<file path="src/rtl/mux_n_serializer_if.sv">
`timescale 1ns/1ps
// Handshake bundle for mux_n_serializer: parallel word in, serial bit stream out.
// slave = serializer view; master = the surrounding logic that feeds it and drains it.
// N is the select width, so a word is 2**N bits.
interface mux_n_serializer_if #(
  parameter int N = 3
);
  logic             s_valid;
  logic             s_ready;
  logic [2**N-1:0]  s_data;
  logic             m_valid;
  logic             m_ready;
  logic             m_data;
  logic             m_last;
  logic             busy;

  modport master (
    output s_valid, s_data, m_ready,
    input  s_ready, m_valid, m_data, m_last, busy
  );

  modport slave (
    input  s_valid, s_data, m_ready,
    output s_ready, m_valid, m_data, m_last, busy
  );
endinterface

</file>
<file path="src/rtl/mux_n_serializer.sv">
`timescale 1ns/1ps
// Purpose: parallel-to-serial front end driving a mux_n tree; one word in, 2**N bits out with last flag.
// Latency: word accepted at edge t shows its first bit with m_valid in the following cycle.
// Backpressure: m_ready low freezes cnt/m_data/m_last; s_ready only rises in IDLE or on the final bit handshake.
// Config: define MUX_N_SERIALIZER_MSB_FIRST_EN to send bit 2**N-1 first (default LSB first).

// Plain selector: out = in[sel].
module mux_n #(
  parameter int N = 3
) (
  input  logic [2**N-1:0] in,
  input  logic [N-1:0]    sel,
  output logic            out
);
  assign out = in[sel];
endmodule

module mux_n_serializer #(
  parameter int N = 3
) (
  input  logic                 clk,
  input  logic                 rst_n,
  mux_n_serializer_if.slave    bus
);
  localparam int W = 2**N;

`ifdef MUX_N_SERIALIZER_MSB_FIRST_EN
  localparam logic [N-1:0] C_START = {N{1'b1}};
  localparam logic [N-1:0] C_END   = '0;
`else
  localparam logic [N-1:0] C_START = '0;
  localparam logic [N-1:0] C_END   = {N{1'b1}};
`endif

  typedef enum logic {
    IDLE = 1'b0,
    SEND = 1'b1
  } state_t;

  state_t         r_state;
  logic [W-1:0]   r_word;
  logic [N-1:0]   r_cnt;

  logic           w_m_valid;
  logic           w_m_last;
  logic           w_m_hs;
  logic           w_s_ready;
  logic           w_load;
  logic           w_m_data;
  logic [N-1:0]   w_cnt_step;

  // Step toward the end position; only used while cnt != END so it never wraps.
`ifdef MUX_N_SERIALIZER_MSB_FIRST_EN
  assign w_cnt_step = r_cnt - N'(1);
`else
  assign w_cnt_step = r_cnt + N'(1);
`endif

  assign w_m_valid = (r_state == SEND);
  assign w_m_last  = w_m_valid & (r_cnt == C_END);
  assign w_m_hs    = w_m_valid & bus.m_ready;
  // Ready is held low during reset and opens combinationally on the final-bit handshake
  // so a waiting word follows without a bubble.
  assign w_s_ready = rst_n & ((r_state == IDLE) | (w_m_hs & w_m_last));
  assign w_load    = bus.s_valid & w_s_ready;

  mux_n #(.N(N)) u_mux (
    .in  (r_word),
    .sel (r_cnt),
    .out (w_m_data)
  );

  // FSM: load on accept, walk cnt per bit handshake, return to IDLE after the last bit.
  always_ff @(posedge clk or negedge rst_n) begin
    if (!rst_n) begin
      r_state <= IDLE;
      r_word  <= '0;
      r_cnt   <= C_START;
    end else if (w_load) begin
      r_word  <= bus.s_data;
      r_cnt   <= C_START;
      r_state <= SEND;
    end else if (w_m_hs) begin
      if (w_m_last) begin
        r_state <= IDLE;
        r_cnt   <= C_START;
      end else begin
        r_cnt   <= w_cnt_step;
      end
    end
  end

  assign bus.s_ready = w_s_ready;
  assign bus.m_valid = w_m_valid;
  assign bus.m_data  = w_m_data;
  assign bus.m_last  = w_m_last;
  assign bus.busy    = w_m_valid;
endmodule

</file>
<file path="src/flat_wrapper.sv">
// flat-port wrapper written by rule: the top's interface ports become plain ports
module mux_n_serializer_flat 
#(
  parameter int N = 3
)
  (clk, rst_n, bus_s_valid, bus_s_data, bus_m_ready, bus_s_ready, bus_m_valid, bus_m_data, bus_m_last, bus_busy);
  mux_n_serializer_if #(.N(N)) bus_i ();
  input  logic clk;
  input  logic rst_n;
  input wire logic [$bits(bus_i.s_valid)-1:0] bus_s_valid;
  input wire logic [$bits(bus_i.s_data)-1:0] bus_s_data;
  input wire logic [$bits(bus_i.m_ready)-1:0] bus_m_ready;
  output wire logic [$bits(bus_i.s_ready)-1:0] bus_s_ready;
  output wire logic [$bits(bus_i.m_valid)-1:0] bus_m_valid;
  output wire logic [$bits(bus_i.m_data)-1:0] bus_m_data;
  output wire logic [$bits(bus_i.m_last)-1:0] bus_m_last;
  output wire logic [$bits(bus_i.busy)-1:0] bus_busy;
  assign bus_i.s_valid = bus_s_valid;
  assign bus_i.s_data = bus_s_data;
  assign bus_i.m_ready = bus_m_ready;
  assign bus_s_ready = bus_i.s_ready;
  assign bus_m_valid = bus_i.m_valid;
  assign bus_m_data = bus_i.m_data;
  assign bus_m_last = bus_i.m_last;
  assign bus_busy = bus_i.busy;
  mux_n_serializer #(.N(N)) u_core (.clk(clk), .rst_n(rst_n), .bus(bus_i));
endmodule
</file>
<file path="config.mk">
export PLATFORM = sky130hd
export DESIGN_NAME = mux_n_serializer_flat
export DESIGN_NICKNAME = d
export VERILOG_FILES = /design/src/rtl/mux_n_serializer_if.sv /design/src/rtl/mux_n_serializer.sv /design/src/flat_wrapper.sv
export SDC_FILE = /design/constraint.sdc
export NUM_CORES = 1
export LEC_CHECK = 0
export CORE_AREA = 2 2 39 41
export CTS_BUF_LIST = sky130_fd_sc_hd__clkbuf_4
export CTS_CLUSTER_DIAMETER = 80
export DETAILED_ROUTE_END_ITERATION = 10
export DIE_AREA = 0 0 41 43
export GPL_TIMING_DRIVEN = 0
export PLACE_DENSITY_LB_ADDON = 0.25
export SYNTH_ARGS = -nofsm -noshare
export SYNTH_HDL_FRONTEND = slang
export SYNTH_SLANG_ARGS = --single-unit
</file>
<file path="constraint.sdc">
create_clock -name clk -period 1.96 [get_ports clk]
set_input_delay 0.588 -clock clk [delete_from_list [all_inputs] [get_ports clk]]
set_output_delay 0.588 -clock clk [all_outputs]
set_load 0.005 [all_outputs]
</file>
==> metrics.log, run 1 <==
[metrics] insertion delay of the later-clocked pin in the worst-skew pair: 0.26 ns
[metrics] class of the most critical setup path: flop to output pin
[metrics] Iteration-0 DRC Markers: 9
[metrics] Placeable Area: 1380 um2
[metrics] Tcrit/Tclk final: 112%
[metrics] time the worst path needs with I/O delays and setup: 2.19 ns
[metrics] Worst Setup Slack, final: -0.233 ns
[metrics] reported max-cap violation count: 0
[metrics] crit start category: flop
[metrics] fraction of final layout cells sized beyond drive strength 1: 37.9%
[metrics] result of the run: finished with violations
[metrics] total CTS buffers: 3
[metrics] number of different library cells in the post-synthesis netlist: 15
[metrics] combinational share of power: 47.2%
[metrics] area used by multi-input combinational logic: 294 um2
[metrics] FF+latch count, synth: 12
[metrics] total of buffers placed on input and output ports: 16
[metrics] per-instance average area after synthesis: 13.8 um2
[metrics] overall routing resource usage: 14.9%
[metrics] Horiz. Die Dim: 41 um
[metrics] routed wire length: 1.03 mm
[metrics] CTS root buffer: sky130_fd_sc_hd__clkbuf_4
[metrics] first-pass GRT wire length: 1.76 mm
[metrics] number of cells on the worst reg-to-reg path: 8
[metrics] pwr dens: 1320 nW/um2
[metrics] worst path arrival time: ~1.6 ns
[metrics] endpoint of the worst register-to-register path: u_core.r_word[5]
[metrics] Final Instance Count excl. Fillers: 82
[metrics] switch share: 28.6%
[metrics] syn nets: 57
[metrics] Post-synth EDFFs: 0
[metrics] half-perimeter wire length of the detailed placement result: approximately 760 um
[metrics] met2 track demand over resource: 22.2%
[metrics] share of flip-flops with an asynchronous set or reset: 100%
[metrics] layout overhead on the synthesized area: 43.8%
[metrics] via count normalized by instance count: 5.13
[metrics] failing checks: setup timing
[metrics] clock-pin slew on the worst setup and hold paths: approximately 0.07 ns
[metrics] fill cell count: 121
[metrics] maximum achievable frequency: 456 MHz
[metrics] Synthesis Warnings: 0
[metrics] quantity of hold-fixing buffers added after cts: 0
[metrics] setup skew after layout: between 0.008 and 0.009 ns
[metrics] reported net switching power: around 0.00032 W
[metrics] pin count of the biggest net entering global routing: 15
[metrics] number of nets in the layout: 82
[metrics] met1 track demand over resource in global routing: 19.4%
[metrics] startpoint of the lowest-slack register-to-register path: u_core.r_cnt[0]
[metrics] number of global-route vias before repair: 421
[metrics] number of cells produced by synthesis: between 40 and 50
[metrics] Critical Path Fanout Max: 2
[metrics] number of hold-slack violations in the final timing report: 0
[metrics] Int Power: 0.000800 W
[metrics] FF/Latch Area: 300 um2
[metrics] post-placement cell count: 75
[metrics] GR Layer Usage met3: 4.71%
[metrics] final slew viol count: 0
[metrics] number of antenna violations at the first check in global routing: 0
[metrics] die area: 1760 um2
[metrics] clock tree sinks: 12
[metrics] total of endpoints with negative setup slack in the final report: 3
[metrics] Routed WL per cell: 12.6 um
[metrics] clock network fraction of total power: 12.7%
[metrics] total overflow reported by the global router: 0
[metrics] Max IR drop VDD: 752 uV
[metrics] Post-DRT Antenna Nets: 0
[metrics] Detailed Routing Iterations Pass 1: 4
[metrics] register share of total power: 40.1%
[metrics] initial cell density of the core: 42.8%
[metrics] setup repair after global routing missed its margin: yes
[metrics] prevailing post-synth register cell: sky130_fd_sc_hd__dfrtp_1
[metrics] die height: approximately 43 um
[metrics] placer congestion estimate: 0.621
[metrics] Slew Limit Headroom: 78.6%
[metrics] share of the yosys chip area belonging to registers: 50.7%
[metrics] capturing element type of the critical path: output pin
[metrics] classification of the worst-slack hold path: primary input to async pin
[metrics] static leakage: 0.372 nW
[metrics] setup_tns: -0.548 ns
[metrics] global route hottest layer: met2
[metrics] total vias in the final route: 421
[metrics] final design area excluding fillers: 851 um2
[metrics] CTS tree: built
[metrics] DRC violation count after routing: 0
[metrics] slack of the worst reg-to-reg path: about 0.21 ns
[metrics] leading cell type in the layout, fill and taps excluded: sky130_fd_sc_hd__dfrtp_1
[metrics] largest buffer count on any clock path: 2
[metrics] post-synthesis instance area: 592 um2
[metrics] H-tree depth: 1
[metrics] slew at the pin with the worst max-slew slack: 0.321 ns
[metrics] required time of the critical path: 1.37 ns
[metrics] cell area reported after detailed placement: 772 um2
[metrics] I/O pins: 17
[metrics] number of antenna diodes: 0
[metrics] row count: 14
[metrics] commonest non-fill, non-tap cells in the layout: 12 x sky130_fd_sc_hd__dfrtp_1, 10 x sky130_fd_sc_hd__clkdlybuf4s50_1, 8 x sky130_fd_sc_hd__mux2_2
[critical path, stage by stage (launching register included)]
cell	delay, ns
sky130_fd_sc_hd__dfrtp_1	0.36
sky130_fd_sc_hd__buf_6	0.11
sky130_fd_sc_hd__mux4_2	0.49
sky130_fd_sc_hd__mux2_4	0.27
sky130_fd_sc_hd__buf_6	0.11
[cells in the mapped netlist (2+ instances only)]
library cell	instances	share of area, %
sky130_fd_sc_hd__mux4_1	2	8.9
sky130_fd_sc_hd__dfrtp_1	12	51
sky130_fd_sc_hd__a21oi_1	2	1.7
sky130_fd_sc_hd__nand4b_1	2	3.0
sky130_fd_sc_hd__nand2_1	4	2.5
sky130_fd_sc_hd__nor2_1	3	1.9
sky130_fd_sc_hd__ha_1	2	4.2
sky130_fd_sc_hd__mux2_2	9	17
[cell type report]
cell class,count,share of cell area [%]
repair buffers,20,22.9
clock buffers,3,2.65
multi-input cells,29,34.6
plain buffers,2,2.21
flip-flops and latches,12,35.3
well taps,16,2.35
[worst max path at each step]
stage	start	endpoint	slack, ns
3_3_place_gp	rst_n	bus_s_ready	-0.79
6_report	u_core.r_cnt[0]	bus_m_data	-0.23
3_5_place_dp	rst_n	bus_s_ready	-0.81
2_1_floorplan	u_core.r_cnt[0]	bus_m_data	0.16
4_1_cts	u_core.r_cnt[0]	bus_m_data	-0.24
5_1_grt	u_core.r_cnt[0]	bus_m_data	-0.30
[metrics by stage]
stage	total power [W]	worst slack (ns)	hold slack, ns	utilization (%)
finish	0.00112	-0.233	0.296	61.5
global route	0.00121	-0.295	0.311	61.5
CTS	0.00114	-0.244	0.310	61.3
detailed placement	0.000868	-0.806	0.490	55.8
global placement	0.000849	-0.792	0.484	55.8
floorplan	0.000698	0.161	0.292	-
[cell families after synthesis]
group,count (synthesis),share of synthesized area (%)
AOI/OAI and AO/OA,3,3.59
muxes,12,27.7
adders and majority gates,2,4.23
and+or+nand+nor,12,10.6
DFF,12,50.7
buffers and inverters,2,3.17
[what timing repair did]
item | in CTS | in global routing
setup buffers | 4 | 0
pin swaps | 1 | 0
endpoints found under the setup margin | 11 | 4
resized for setup | 19 | 1
[power groups by stage]
stage               clock (W)  combinational (W)  sequential [W]
finish               0.000143           0.000529        0.000449
global route         0.000160           0.000585        0.000466
CTS                  0.000148           0.000537        0.000452
detailed placement          0           0.000418        0.000449
global placement            0           0.000403        0.000445
floorplan                   0           0.000275        0.000423
[routing by layer]
metal	vias to the layer above	wire length, um
li1	200	-
met1	204	456
met2	15	506
met3	2	58
met4	0	9
met5	-	0
[sequential cells by signal (all words and copies together), names as in the netlist]
name,count
u_core.bus.busy,1
u_core.r_word,8
u_core.r_cnt,3
Note: power is estimated with default switching activity, not from simulation.
==> inputs of run 2 (changes only) <==
--- a/config.mk
+++ b/config.mk
@@ -5,11 +5,11 @@
 export SDC_FILE = /design/constraint.sdc
 export NUM_CORES = 1
 export LEC_CHECK = 0
-export CORE_AREA = 2 2 39 41
+export CORE_AREA = 2 2 57 43
 export CTS_BUF_LIST = sky130_fd_sc_hd__clkbuf_4
 export CTS_CLUSTER_DIAMETER = 80
 export DETAILED_ROUTE_END_ITERATION = 10
-export DIE_AREA = 0 0 41 43
+export DIE_AREA = 0 0 59 45
 export GPL_TIMING_DRIVEN = 0
 export PLACE_DENSITY_LB_ADDON = 0.25
 export SYNTH_ARGS = -nofsm -noshare
==> run 2 against run 1 <==
Against the previous run: the flow still finishes with violations (setup timing); final area fell by 1.0%; total power fell by 1.9%; cell count rose by 8.5%; register-to-register slack got worse by 0.08 ns; utilization fell by 21 points; largest cell class unchanged.
==> metrics.log, run 2 (synthesis results as in run 1) <==
[metrics] startpoint of the lowest-slack register-to-register path: u_core.r_cnt[0]
[metrics] Routed WL per cell: 11.9 um (-5.3%)
[metrics] Placeable Area: 2070 um2 (+49%)
[metrics] Horiz. Die Dim: 59 um (+44%)
[metrics] quantity of hold-fixing buffers added after cts: 0 (unchanged)
[metrics] cell area reported after detailed placement: 782 um2 (+1.3%)
[metrics] H-tree depth: 1 (unchanged)
[metrics] classification of the worst-slack hold path: primary input to async pin
[metrics] number of hold-slack violations in the final timing report: 0 (unchanged)
[metrics] number of nets in the layout: 81 (-1.2%)
[metrics] via count normalized by instance count: 4.63 (-9.8%)
[metrics] result of the run: finished with violations
[metrics] overall routing resource usage: 9.78% (-5.1 points)
[metrics] die height: 45 um (+4.7%)
[metrics] row count: 14 (unchanged)
[metrics] total overflow reported by the global router: 0 (unchanged)
[metrics] number of global-route vias before repair: 376 (-11%)
[metrics] worst path arrival time: 1.59 ns (about the same)
[metrics] final slew viol count: 0 (unchanged)
[metrics] cell with the biggest individual delay on the critical path: sky130_fd_sc_hd__mux4_2
[metrics] total CTS buffers: 3 (unchanged)
[metrics] combinational share of power: 44.4% (-2.8 points)
[metrics] maximum achievable frequency: 459 MHz (+0.67%)
[metrics] switch share: 28.8% (+0.17 points)
[metrics] number of cells on the worst reg-to-reg path: 8 (unchanged)
[metrics] worst setup slack after placement: -0.837 ns (-0.0313 ns)
[metrics] number of antenna diodes: 0 (unchanged)
[metrics] layout overhead on the synthesized area: 42.3%
[metrics] Final Instance Count excl. Fillers: 89 (+8.5%)
[metrics] fraction of final layout cells sized beyond drive strength 1: 43.1% (+5.2 points)
[metrics] half-perimeter wire length of the detailed placement result: 747 um (-1.8%)
[metrics] final design area excluding fillers: 842 um2 (-1.0%)
[metrics] fraction of the core area covered by cells at the end of the flow: 40.7% (-21 points)
[metrics] Max IR drop VDD: 539 uV (-28%)
[metrics] Worst Setup Slack, final: -0.218 ns (+0.0145 ns)
[metrics] Iteration-0 DRC Markers: 6 (-3)
[metrics] failing checks: setup timing
[metrics] insertion delay of the later-clocked pin in the worst-skew pair: 0.26 ns (about the same)
[metrics] DRC violation count after routing: 0 (unchanged)
[metrics] die area: 2660 um2 (+51%)
[metrics] first-pass GRT wire length: 1.79 mm (+2.0%)
[metrics] top register by number of flip-flops: u_core.r_word
[metrics] total vias in the final route: 412 (-2.1%)
[metrics] Post-DRT Antenna Nets: 0 (unchanged)
[metrics] total of endpoints with negative setup slack in the final report: 3 (unchanged)
[metrics] slew at the pin with the worst max-slew slack: 0.343 ns (+0.0218 ns)
[metrics] static leakage: 0.357 nW (-3.8%)
[metrics] sequence of cells on the critical path: mux4_2 > mux2_4 > buf_6
[metrics] reported net switching power: 0.000316 W (-1.3%)
[metrics] setup skew after layout: 0.00270 ns (-0.00543 ns)
[metrics] fill cell count: 206 (+70%)
[metrics] register share of total power: 42.6% (+2.5 points)
[metrics] Largest stage delay, worst path: 0.50 ns (about the same)
[metrics] initial cell density of the core: 28.6% (-14 points)
[metrics] endpoint of the worst register-to-register path: u_core.r_word[5]
[metrics] Slew Limit Headroom: 77.1% (-1.5 points)
[metrics] Int Power: 0.000783 W (-2.1%)
[metrics] pwr dens: 1310 nW/um2 (-0.89%)
[metrics] leading cell type in the layout, fill and taps excluded: sky130_fd_sc_hd__clkdlybuf4s50_1
[metrics] reported max-cap violation count: 0 (unchanged)
[metrics] required time of the critical path: 1.37 ns (about the same)
[metrics] pin count of the biggest net entering global routing: 15 (unchanged)
[metrics] capturing element type of the critical path: output pin
[metrics] crit start category: flop
[metrics] total of buffers placed on input and output ports: 16 (unchanged)
[metrics] Tcrit/Tclk final: 111% (-0.74 points)
[metrics] commonest non-fill, non-tap cells in the layout: 11 x sky130_fd_sc_hd__clkdlybuf4s50_1, 10 x sky130_fd_sc_hd__dfrtp_1, 8 x sky130_fd_sc_hd__mux2_2
[metrics] clock tree sinks: 12 (unchanged)
[metrics] time the worst path needs with I/O delays and setup: 2.18 ns (-0.0145 ns)
[metrics] placer congestion estimate: 0.675 (+8.8%)
[metrics] number of antenna violations at the first check in global routing: 0 (unchanged)
[metrics] max reg flops: 8 (unchanged)
[metrics] setup repair after global routing missed its margin: yes
[metrics] post-placement cell count: 83 (+11%)
[metrics] clock network fraction of total power: 13.0% (+0.3 points)
[metrics] clock-pin slew on the worst setup and hold paths: 0.07 ns (about the same)
[metrics] CTS root buffer: sky130_fd_sc_hd__clkbuf_4
[metrics] class of the most critical setup path: flop to output pin
[metrics] largest buffer count on any clock path: 2 (unchanged)
[metrics] Detailed Routing Iterations Pass 1: 4 (unchanged)
[metrics] slack of the worst reg-to-reg path: 0.13 ns (-0.08 ns)
[metrics] CTS tree: built
[metrics] Critical Path Fanout Max: 5 (+3)
[metrics] routed wire length: 1.06 mm (+2.8%)
[metrics] I/O pins: 17 (unchanged)
[run 2: worst max path at each step]
stage / startpoint / end / slack, ns / depth (start not counted)
floorplan: u_core.r_cnt[0] / bus_m_data / 0.16 / 2
global placement: rst_n / bus_s_ready / -0.83 / 3
detailed placement: rst_n / bus_s_ready / -0.84 / 3
CTS: u_core.r_cnt[0] / bus_m_data / -0.26 / 3
global route: u_core.r_cnt[0] / bus_m_data / -0.29 / 3
finish: u_core.r_cnt[0] / bus_m_data / -0.22 / 3
[run 2: worst max-delay path, delay by kind of cell, from the launching register on]
kind | cells | cell delay (ns)
buffers and inverters | 1 | 0.11
DFF | 1 | 0.42
muxes | 2 | 0.79
[run 2: power groups by stage]
stage          clock, W  sequential, W  combinational, W
2_1_floorplan         0       0.000423          0.000275
3_3_place_gp          0       0.000449          0.000403
3_5_place_dp          0       0.000451          0.000411
4_1_cts        0.000153       0.000476          0.000472
5_1_grt        0.000168       0.000488          0.000544
6_report       0.000143       0.000468          0.000488
[run 2: routing by layer]
metal	routed length [um]	up-vias	GRT usage (%)
met5	0	-	0
met1	522	194	13.7
li1	-	202	-
met2	448	16	12.4
met3	89	0	6.02
met4	0	0	2.73
[run 2: repair_timing]
action / in CTS / in global routing
pin swaps: 2 / 2
setup buffers: 2 / 1
endpoints found under the setup margin: 11 / 4
gates resized for setup: 23 / 2
[run 2: through the flow]
stage	total power [W]	TNS [ns]	hold WS (ns)
6_report	0.00110	-0.414	0.308
5_1_grt	0.00120	-0.672	0.321
4_1_cts	0.00110	-0.363	0.316
3_5_place_dp	0.000862	-6.10	0.492
3_3_place_gp	0.000853	-5.98	0.482
2_1_floorplan	0.000698	0	0.292
[run 2: cell type report]
| type | instances | area (um2) | area share [%] |
|---|---|---|---|
| clock buffers | 3 | 22.5 | 2.67 |
| plain buffers | 2 | 18.8 | 2.23 |
| repair buffers | 19 | 174 | 20.7 |
| well taps | 24 | 30.0 | 3.57 |
| flip-flops and latches | 12 | 303 | 36.0 |
| multi-input cells | 29 | 294 | 34.9 |
